==> config.mk <==
export PLATFORM = sky130hd
export DESIGN_NAME = uart_tx_arbiter_flat
export DESIGN_NICKNAME = d
export VERILOG_FILES = /design/src/rtl/uart_tx_arbiter_pkg.sv /design/src/rtl/uart_tx_arbiter_if.sv /design/src/rtl/uart_tx_arbiter_rr.sv /design/src/rtl/uart_tx_arbiter.sv /design/src/flat_wrapper.sv
export SDC_FILE = /design/constraint.sdc
export NUM_CORES = 1
export LEC_CHECK = 0
export BUFFER_PORTS_ARGS = -buffer_cell sky130_fd_sc_hd__buf_4
export CAP_MARGIN = 20
export CORE_MARGIN = 2
export CORE_UTILIZATION = 50
export CTS_CLUSTER_DIAMETER = 50
export DETAILED_ROUTE_END_ITERATION = 12
export PLACE_DENSITY_LB_ADDON = 0.12
export RECOVER_POWER = 100
export SLEW_MARGIN = 20
export SYNTH_ARGS = -nofsm -noshare
export SYNTH_HDL_FRONTEND = slang
export SYNTH_SLANG_ARGS = --single-unit
==> constraint.sdc <==
create_clock -name clk -period 4.6 [get_ports clk]
set_clock_uncertainty 0.1 [all_clocks]
set_input_delay 0.46 -clock clk [delete_from_list [all_inputs] [get_ports clk]]
set_output_delay 0.46 -clock clk [all_outputs]
set_load 0.1 [all_outputs]
==> src/rtl/uart_tx_arbiter_pkg.sv <==
// Shared definitions for the two-source UART transmit arbiter.
package uart_tx_arbiter_pkg;

    localparam int DEF_ACK_TIMEOUT = 1000;
    localparam int DEF_LOCK_IDLE   = 50000;

    localparam logic REQ_CPU = 1'b0;
    localparam logic REQ_OCD = 1'b1;

    typedef enum logic [2:0] {
        ST_IDLE      = 3'd0,
        ST_START     = 3'd1,
        ST_WAIT_ACT  = 3'd2,
        ST_WAIT_DONE = 3'd3,
        ST_HOLD      = 3'd4
    } arb_state_t;

endpackage

==> src/rtl/uart_tx_arbiter_if.sv <==
// Requester handshakes and UART_TX side-band bundled for the arbiter.
interface uart_tx_arbiter_if;

    logic       req0_valid;
    logic [7:0] req0_data;
    logic       req0_last;
    logic       req0_ready;
    logic       req1_valid;
    logic [7:0] req1_data;
    logic       req1_last;
    logic       req1_ready;
    logic       start_TX;
    logic [7:0] tx_data;
    logic       tx_active;
    logic       grant;
    logic       busy;
    logic       tx_err;

    modport master (
        output req0_valid, req0_data, req0_last, req1_valid, req1_data, req1_last, tx_active,
        input  req0_ready, req1_ready, start_TX, tx_data, grant, busy, tx_err
    );

    modport slave (
        input  req0_valid, req0_data, req0_last, req1_valid, req1_data, req1_last, tx_active,
        output req0_ready, req1_ready, start_TX, tx_data, grant, busy, tx_err
    );

endinterface

==> src/rtl/uart_tx_arbiter_rr.sv <==
// Two-way round-robin selector; a held lock pins the selection to its owner.
module rr_arbiter_2 (
    input  logic [1:0] valid,
    input  logic       rr_last,
    input  logic       lock_en,
    input  logic       lock_id,
    output logic       sel
);

    always_comb begin
        sel = ~rr_last;
        if (lock_en)
            sel = lock_id;
        else if (valid == 2'b01)
            sel = 1'b0;
        else if (valid == 2'b10)
            sel = 1'b1;
    end

endmodule

==> src/rtl/uart_tx_arbiter.sv <==
// Shares one UART_TX between the CPU console and OCD reply byte streams.
module uart_tx_arbiter
    import uart_tx_arbiter_pkg::*;
#(
    parameter logic LOCK_PACKET  = 1'b1,
    parameter int   TIMEOUT_BITS = 16,
    parameter int   ACK_TIMEOUT  = DEF_ACK_TIMEOUT,
    parameter int   LOCK_IDLE    = DEF_LOCK_IDLE
) (
    input logic              clk,
    input logic              reset,
    input logic              sync_reset,
    uart_tx_arbiter_if.slave bus
);

    localparam logic [TIMEOUT_BITS-1:0] ACK_LIMIT  = TIMEOUT_BITS'(ACK_TIMEOUT - 1);
    localparam logic [TIMEOUT_BITS-1:0] LOCK_LIMIT = TIMEOUT_BITS'(LOCK_IDLE - 1);
    localparam logic [TIMEOUT_BITS-1:0] CNT_MAX    = '1;
    localparam logic [TIMEOUT_BITS-1:0] CNT_ONE    = {{(TIMEOUT_BITS-1){1'b0}}, 1'b1};

    arb_state_t              state, state_next;
    logic [TIMEOUT_BITS-1:0] cnt, cnt_inc;
    logic [7:0]              data_q, sel_data;
    logic                    last_q, sel_last;
    logic                    grant_q, rr_last, tx_err_q;
    logic                    sel, accept, ready0, ready1, start, owner_valid;

    rr_arbiter_2 u_rr (
        .valid   ({bus.req1_valid, bus.req0_valid}),
        .rr_last (rr_last),
        .lock_en (state == ST_HOLD),
        .lock_id (grant_q),
        .sel     (sel)
    );

    assign sel_data    = (sel == REQ_OCD) ? bus.req1_data : bus.req0_data;
    assign sel_last    = (sel == REQ_OCD) ? bus.req1_last : bus.req0_last;
    assign owner_valid = (grant_q == REQ_OCD) ? bus.req1_valid : bus.req0_valid;
    assign cnt_inc     = (cnt == CNT_MAX) ? cnt : cnt + CNT_ONE;
    assign accept      = ready0 | ready1;

    // State plus datapath; sync_reset mirrors the async reset exactly.
    always_ff @(posedge clk or posedge reset) begin
        if (reset) begin
            state    <= ST_IDLE;
            cnt      <= '0;
            data_q   <= 8'h00;
            last_q   <= 1'b0;
            grant_q  <= REQ_CPU;
            rr_last  <= REQ_OCD;
            tx_err_q <= 1'b0;
        end else if (sync_reset) begin
            state    <= ST_IDLE;
            cnt      <= '0;
            data_q   <= 8'h00;
            last_q   <= 1'b0;
            grant_q  <= REQ_CPU;
            rr_last  <= REQ_OCD;
            tx_err_q <= 1'b0;
        end else begin
            state <= state_next;
            if (accept) begin
                data_q  <= sel_data;
                last_q  <= sel_last;
                grant_q <= sel;
                rr_last <= sel;
            end
            case (state)
                ST_START:     cnt <= '0;
                ST_WAIT_ACT: begin
                    if (!bus.tx_active) begin
                        cnt <= cnt_inc;
                        if (cnt == ACK_LIMIT)
                            tx_err_q <= 1'b1;
                    end
                end
                ST_WAIT_DONE: cnt <= '0;
                ST_HOLD:      if (!owner_valid) cnt <= cnt_inc;
                default:      ;
            endcase
        end
    end

    always_comb begin
        state_next = state;
        case (state)
            ST_IDLE:      if (accept) state_next = ST_START;
            ST_START:     state_next = ST_WAIT_ACT;
            ST_WAIT_ACT: begin
                if (bus.tx_active)
                    state_next = ST_WAIT_DONE;
                else if (cnt == ACK_LIMIT)
                    state_next = ST_IDLE;
            end
            ST_WAIT_DONE: begin
                if (!bus.tx_active)
                    state_next = (LOCK_PACKET && !last_q) ? ST_HOLD : ST_IDLE;
            end
            ST_HOLD: begin
                if (accept)
                    state_next = ST_START;
                else if (cnt == LOCK_LIMIT)
                    state_next = ST_IDLE;
            end
            default:      state_next = ST_IDLE;
        endcase
    end

    // Ready is held low while either reset is asserted so no byte is taken and then dropped.
    always_comb begin
        ready0 = 1'b0;
        ready1 = 1'b0;
        start  = (state == ST_START);
        if (!reset && !sync_reset && (state == ST_IDLE || state == ST_HOLD)) begin
            ready0 = (sel == REQ_CPU) && bus.req0_valid;
            ready1 = (sel == REQ_OCD) && bus.req1_valid;
        end
    end

    assign bus.req0_ready = ready0;
    assign bus.req1_ready = ready1;
    assign bus.start_TX   = start;
    assign bus.tx_data    = data_q;
    assign bus.grant      = grant_q;
    assign bus.busy       = (state != ST_IDLE);
    assign bus.tx_err     = tx_err_q;

endmodule

==> src/flat_wrapper.sv <==
// flat-port wrapper written by rule: the top's interface ports become plain ports
module uart_tx_arbiter_flat import uart_tx_arbiter_pkg::*;
#(
    parameter logic LOCK_PACKET  = 1'b1,
    parameter int   TIMEOUT_BITS = 16,
    parameter int   ACK_TIMEOUT  = DEF_ACK_TIMEOUT,
    parameter int   LOCK_IDLE    = DEF_LOCK_IDLE
)
  (clk, reset, sync_reset, bus_req0_valid, bus_req0_data, bus_req0_last, bus_req1_valid, bus_req1_data, bus_req1_last, bus_tx_active, bus_req0_ready, bus_req1_ready, bus_start_TX, bus_tx_data, bus_grant, bus_busy, bus_tx_err);
  uart_tx_arbiter_if bus_i ();
  input logic clk;
  input logic reset;
  input logic sync_reset;
  input wire logic [$bits(bus_i.req0_valid)-1:0] bus_req0_valid;
  input wire logic [$bits(bus_i.req0_data)-1:0] bus_req0_data;
  input wire logic [$bits(bus_i.req0_last)-1:0] bus_req0_last;
  input wire logic [$bits(bus_i.req1_valid)-1:0] bus_req1_valid;
  input wire logic [$bits(bus_i.req1_data)-1:0] bus_req1_data;
  input wire logic [$bits(bus_i.req1_last)-1:0] bus_req1_last;
  input wire logic [$bits(bus_i.tx_active)-1:0] bus_tx_active;
  output wire logic [$bits(bus_i.req0_ready)-1:0] bus_req0_ready;
  output wire logic [$bits(bus_i.req1_ready)-1:0] bus_req1_ready;
  output wire logic [$bits(bus_i.start_TX)-1:0] bus_start_TX;
  output wire logic [$bits(bus_i.tx_data)-1:0] bus_tx_data;
  output wire logic [$bits(bus_i.grant)-1:0] bus_grant;
  output wire logic [$bits(bus_i.busy)-1:0] bus_busy;
  output wire logic [$bits(bus_i.tx_err)-1:0] bus_tx_err;
  assign bus_i.req0_valid = bus_req0_valid;
  assign bus_i.req0_data = bus_req0_data;
  assign bus_i.req0_last = bus_req0_last;
  assign bus_i.req1_valid = bus_req1_valid;
  assign bus_i.req1_data = bus_req1_data;
  assign bus_i.req1_last = bus_req1_last;
  assign bus_i.tx_active = bus_tx_active;
  assign bus_req0_ready = bus_i.req0_ready;
  assign bus_req1_ready = bus_i.req1_ready;
  assign bus_start_TX = bus_i.start_TX;
  assign bus_tx_data = bus_i.tx_data;
  assign bus_grant = bus_i.grant;
  assign bus_busy = bus_i.busy;
  assign bus_tx_err = bus_i.tx_err;
  uart_tx_arbiter #(.LOCK_PACKET(LOCK_PACKET), .TIMEOUT_BITS(TIMEOUT_BITS), .ACK_TIMEOUT(ACK_TIMEOUT), .LOCK_IDLE(LOCK_IDLE)) u_core (.clk(clk), .reset(reset), .sync_reset(sync_reset), .bus(bus_i));
endmodule
Yosys cells after proc, flatten, opt, wreduce, memory -nomap -nowiden
Index checks and enable logic that the tools add are counted.
Widths: inputs -> output; s select.
{"block": "word_totals", "regBits": 31, "inputBits": 24, "out_inout_bits": 14, "word_cells": 77}
{"block": "op_classes", "addsub": 1, "eq_ne": 16, "mux": 33, "bitwise_logic": 3, "n_reduce_logical": 17}
{"op": "$mux 16", "n": 4}
{"op": "$pmux 16 s3", "n": 1}
{"op": "$eq 16x16->1 const B", "n": 2}
{"op": "$mux 3", "n": 8}
{"op": "$mux 8", "n": 3}
{"op": "$add 16x1->16 const B", "n": 1}
{"op": "$eq 16x10->1 const B", "n": 1}
{"op": "$mux 1", "n": 16}
{"op": "$pmux 3 s5", "n": 1}
{"op": "$ne 3x3->1 const B", "n": 3}
{"op": "$eq 3x2->1 const B", "n": 2}
{"op": "$reduce_and 3->1", "n": 2}
{"op": "$reduce_bool 2->1", "n": 3}
{"op": "$logic_and 1x1->1", "n": 4}
{"op": "$ne 4x2->1 const B", "n": 1}
{"op": "$ne 4x3->1 const B", "n": 1}
{"op": "$reduce_and 4->1", "n": 1}
{"op": "$reduce_bool 4->1", "n": 1}
{"op": "$eq 3x1->1 const B", "n": 1}
{"op": "$eq 3x3->1 const B", "n": 1}
{"op": "$logic_not 3->1", "n": 1}
{"op": "$ne 3x2->1 const B", "n": 1}
{"op": "$reduce_bool 3->1", "n": 1}
{"op": "$eq 2x1->1 const B", "n": 1}
{"op": "other kinds (7)", "n": 9}

Depth between registers and ports, before layout
{"block": "depth", "depth_word": 11, "ltp_mapped": 6, "mapped_depth_nobuf": 6}

Cells and area by module
A second synthesis with hierarchy kept.
{"block": "hier_totals", "hier_cells": 185, "area_unflattened_um2": 1730.4}
{"module": "uart_tx_arbiter", "instances": 1, "cells_each": 181, "area_each_um2": 1701.6, "seq_area_each_um2": 777.0}
{"module": "rr_arbiter_2", "instances": 1, "cells_each": 4, "area_each_um2": 28.8, "seq_area_each_um2": 0.0}

Worst setup path after synthesis
No wires, ideal clock.
{"block": "synth_timing", "path_kind": "register to output", "startpoint": "register u_core.grant_q (netlist: u_core.bus.grant)", "endpoint": "output bus_req1_ready", "arrival_ps": 2704, "required_time_ps": 4040, "setup_slack_ps": 1336, "path_stages_with_launch": 3, "n_path_buf": 0, "path_cell_list": "dfrtp_1 a21oi_1 nor2_1"}
{"block": "synth_between", "elab_chain_cells": 3}
{"element": "start, declared", "line": "uart_tx_arbiter.sv:25", "rtl": "logic grant_q, rr_last, tx_err_q;"}
{"element": "start signal, assigned", "line": "uart_tx_arbiter.sv:65", "rtl": "grant_q <= sel;"}
{"element": "$mux 1", "line": "uart_tx_arbiter_rr.sv:12", "rtl": "if (lock_en)"}
{"element": "$logic_and 1x1->1", "line": "uart_tx_arbiter.sv:116", "rtl": "ready1 = (sel == REQ_OCD) && bus.req1_valid;"}
{"element": "$mux 1", "line": "uart_tx_arbiter.sv:114", "rtl": "if (!reset && !sync_reset && (state == ST_IDLE || state == ST_HOLD)) begin"}
{"element": "end, declared", "line": "flat_wrapper.sv:22", "rtl": "output wire logic [$bits(bus_i.req1_ready)-1:0] bus_req1_ready;"}
No other way between the ends.

Worst setup path after layout
{"block": "layout_timing", "startpoint": "input reset", "endpoint": "output bus_req1_ready"}
{"block": "layout_between", "elab_chain_cells": 4}
{"element": "start, declared", "line": "flat_wrapper.sv:12", "rtl": "input logic reset;"}
{"element": "$logic_not 1->1 (no line)"}
{"element": "$logic_and 1x1->1 (2 in series)", "line": "uart_tx_arbiter.sv:114"}
{"element": "$mux 1", "line": "uart_tx_arbiter.sv:114"}
No other way between the ends.

==> impl_metrics.json <==
{
  "synth_ff_type": "dfrtp_1",
  "vias": 1673,
  "p_comb_share_pct": 36.3,
  "top_layer": "met4",
  "cts-buffers-inserted": 5,
  "dp.cells": 277,
  "final_cell_area_um2": 2130,
  "fillers": 308,
  "die_y_um": 64.3,
  "wl_um": 4210,
  "row_count": 21,
  "synth-async-reset-ratio_pct": 100,
  "post_cts_resized": 0,
  "p_clk_share_pct": 26.1,
  "grt_usage_pct": 21.0,
  "met3_length_um": 304,
  "yosysUniqueCellTypes": 50,
  "status": "finished with violations",
  "p_sw_mw": 0.365,
  "tns_ns": 0,
  "p_total_mw": 0.855,
  "setup_ws_ns": 1.20,
  "rsz0062_at_grt": "false",
  "cts_tree": "done",
  "ys_ff_latch": 31,
  "endpoint_kind": "primary output",
  "dieWidth_um": 64.3,
  "seq_power_share_pct": 37.6,
  "fmax_mhz": 294,
  "insertion_delay_ns": 0.34,
  "crit_required_ns": 4.04,
  "p_int_mw": 0.491,
  "crit_path_max_incr_delay_ns": 0.92,
  "synth_warnings": 0,
  "syn_inst": 198,
  "grt_pass1_vias": 1519,
  "hold_ws_ns": 0.234,
  "wl_met1_um": 1780,
  "layout_common_cells": "dfrtp_1 (30), buf_4 (23), nor2_1 (18), a21oi_1 (18)",
  "worstPathCellList": "dlygate4sd3_1 > clkbuf_1 > nor4_1 > nand2_1 > nor2_1 > clkbuf_1",
  "clock-root-buffer": "clkbuf_4",
  "slew_headroom_pct": -2.41,
  "violations": "max-capacitance violations, max-slew violations",
  "switching_share_pct": 42.6,
  "finalSetupViolCount": 0,
  "instances_no_fill": 286,
  "syn_to_final_growth_pct": 17.3,
  "post-cts-setup-buffers": 0,
  "cts.sinks": 31,
  "grt_pass1_wl_um": 6690,
  "antenna_cells": 0,
  "start_util_pct": 53.3,
  "cap_viol_max_count": 1,
  "irDropWorstVdd_mv": 0.296,
  "hp-class": "in -> reg",
  "synthesis.nets": 223,
  "start_kind": "primary input",
  "synth_seq_area_share_pct": 42.7,
  "crit_top_cell": "clkbuf_1",
  "nNetsFinal": 264,
  "finalHoldViolations": 0,
  "drive_gt1_share_pct": 16.3,
  "dp_hpwl_um": 3090,
  "power_density_nw_per_um2": 401,
  "grt_max_degree": 29,
  "overflow": 0,
  "core_um2": 3420,
  "arrival_ns": 2.84,
  "post-route-util_pct": 62.5,
  "post-place-ws_ns": 2.01,
  "fin_crit_sh_pct": 73.9,
  "cts_buffer_depth": 2,
  "antenna_found_initial": 0,
  "gp_congestion": 0.843,
  "drc": 0,
  "worstSetupPathType": "in -> out",
  "clkTransAtPathRegs_ns": 0.09,
  "syn_area_per_cell_um2": 9.19,
  "ios": 38,
  "wl_per_cell_um": 14.7,
  "cp_slowest_cell": "clkbuf_1",
  "dieArea_um2": 4140,
  "htree_levels": 2,
  "synth_area_um2": 1820,
  "p_leak_nw": 0.934,
  "routed_via_density": 5.85,
  "dr.first_iter.drc_count": 117,
  "path_max_fanout": 9,
  "final_common_cell": "dfrtp_1",
  "placed_area_um2": 2120,
  "ant_nets": 0,
  "drv_slew": 29,
  "postCtsHoldBufs": 1,
  "route.met2.wl_um": 2050,
  "period_minus_slack_ns": 3.40,
  "firstDrtPassIters": 4,
  "tightest_slew_ns": 1.54,
  "synth_edf_count": 0,
  "numPortBuffers": 37
}
-- Yosys cell counts (all sizes together), types with 2 or more instances --
library cell  instances  area share (%)
a211oi                4             2.3
a21oi                18             4.9
a222oi                7             3.8
a31oi                 2            0.69
and3                  2            0.69
and4                  2            0.96
buf                   3             1.5
clkbuf                2            0.62
dfrtp                30              41
inv                  15             3.1
mux2i                 5             3.4
nand2                14             2.9
nand2b                6             2.1
nand3                 5             1.6
nand4                10             3.4
nor2                 18             3.8
nor3                  5             1.4
nor4                  4             1.4
o21ai                10             2.7
o21bai                2             1.0
or3                   8             2.7
or4                   6             2.7
or4b                  2             1.1
-- worst paths after layout --
| kind | from | to | slack [ns] | cells after the start |
|---|---|---|---|---|
| max in group asynchronous | reset | u_core.cnt[7] | 2.29 | 4 |
| min | bus_req0_data[7] | u_core.bus.tx_data[7] | 0.23 | 3 |
| min in group asynchronous | reset | u_core.state[2] | 0.44 | 3 |
| min reg2reg | u_core.rr_last | u_core.rr_last | 0.41 | 2 |
| max reg2reg | u_core.state[0] | u_core.bus.tx_data[7] | 1.91 | 5 |
| max | reset | bus_req1_ready | 1.20 | 6 |
-- kinds of logic (layout without fill, tap and decap cells) --
family                   Yosys count  after routing  synth area share [%]
AO/OA/AOI/OAI                     51             51                  19.7
XOR/XNOR                           1              1                 0.481
adder cells (fa/ha/maj)            2              2                  1.24
buffers and inverters             20             62                  5.22
flip-flops                        31             31                  42.7
multiplexers                       5              5                  3.44
AND/OR/NAND/NOR                   88             88                  27.3
-- area by class of cell --
type / instances / area [um^2] / share of cell area, %
tap: 46 / 57.6 / 2.70
clock inverter: 2 / 35.0 / 1.64
inverter: 15 / 56.3 / 2.64
sequential: 31 / 777 / 36.4
timing repair buffer: 39 / 239 / 11.2
clock buffer: 6 / 51.3 / 2.40
multi-input combinational: 147 / 918 / 43.0
-- routing by layer --
| layer | vias up | global-route usage (%) |
|---|---|---|
| li1 | 830 | - |
| met4 | 0 | 9.57 |
| met5 | - | 0 |
| met1 | 780 | 26.0 |
| met3 | 7 | 5.63 |
| met2 | 56 | 34.1 |
-- power groups by stage --
stage | registers [mW] | clock network (mW) | logic (mW)
6_report | 0.322 | 0.223 | 0.311
5_1_grt | 0.325 | 0.241 | 0.329
4_1_cts | 0.322 | 0.231 | 0.336
3_5_place_dp | 0.327 | 0 | 0.334
3_3_place_gp | 0.325 | 0 | 0.328
2_1_floorplan | 0.399 | 0 | 0.193
-- critical path: cells and delay by family --
kind,cells,cell delay [ns]
buffers and inverters,3,1.57
and+or+nand+nor,3,0.81
-- registers in the layout, indices dropped and copies added, names as in the netlist --
signal              cells
u_core.cnt             16
u_core.state            3
u_core.rr_last          1
u_core.bus.tx_data      8
u_core.last_q           1
u_core.bus.grant        1
u_core.bus.tx_err       1
Power figures use the tool's default switching activity.
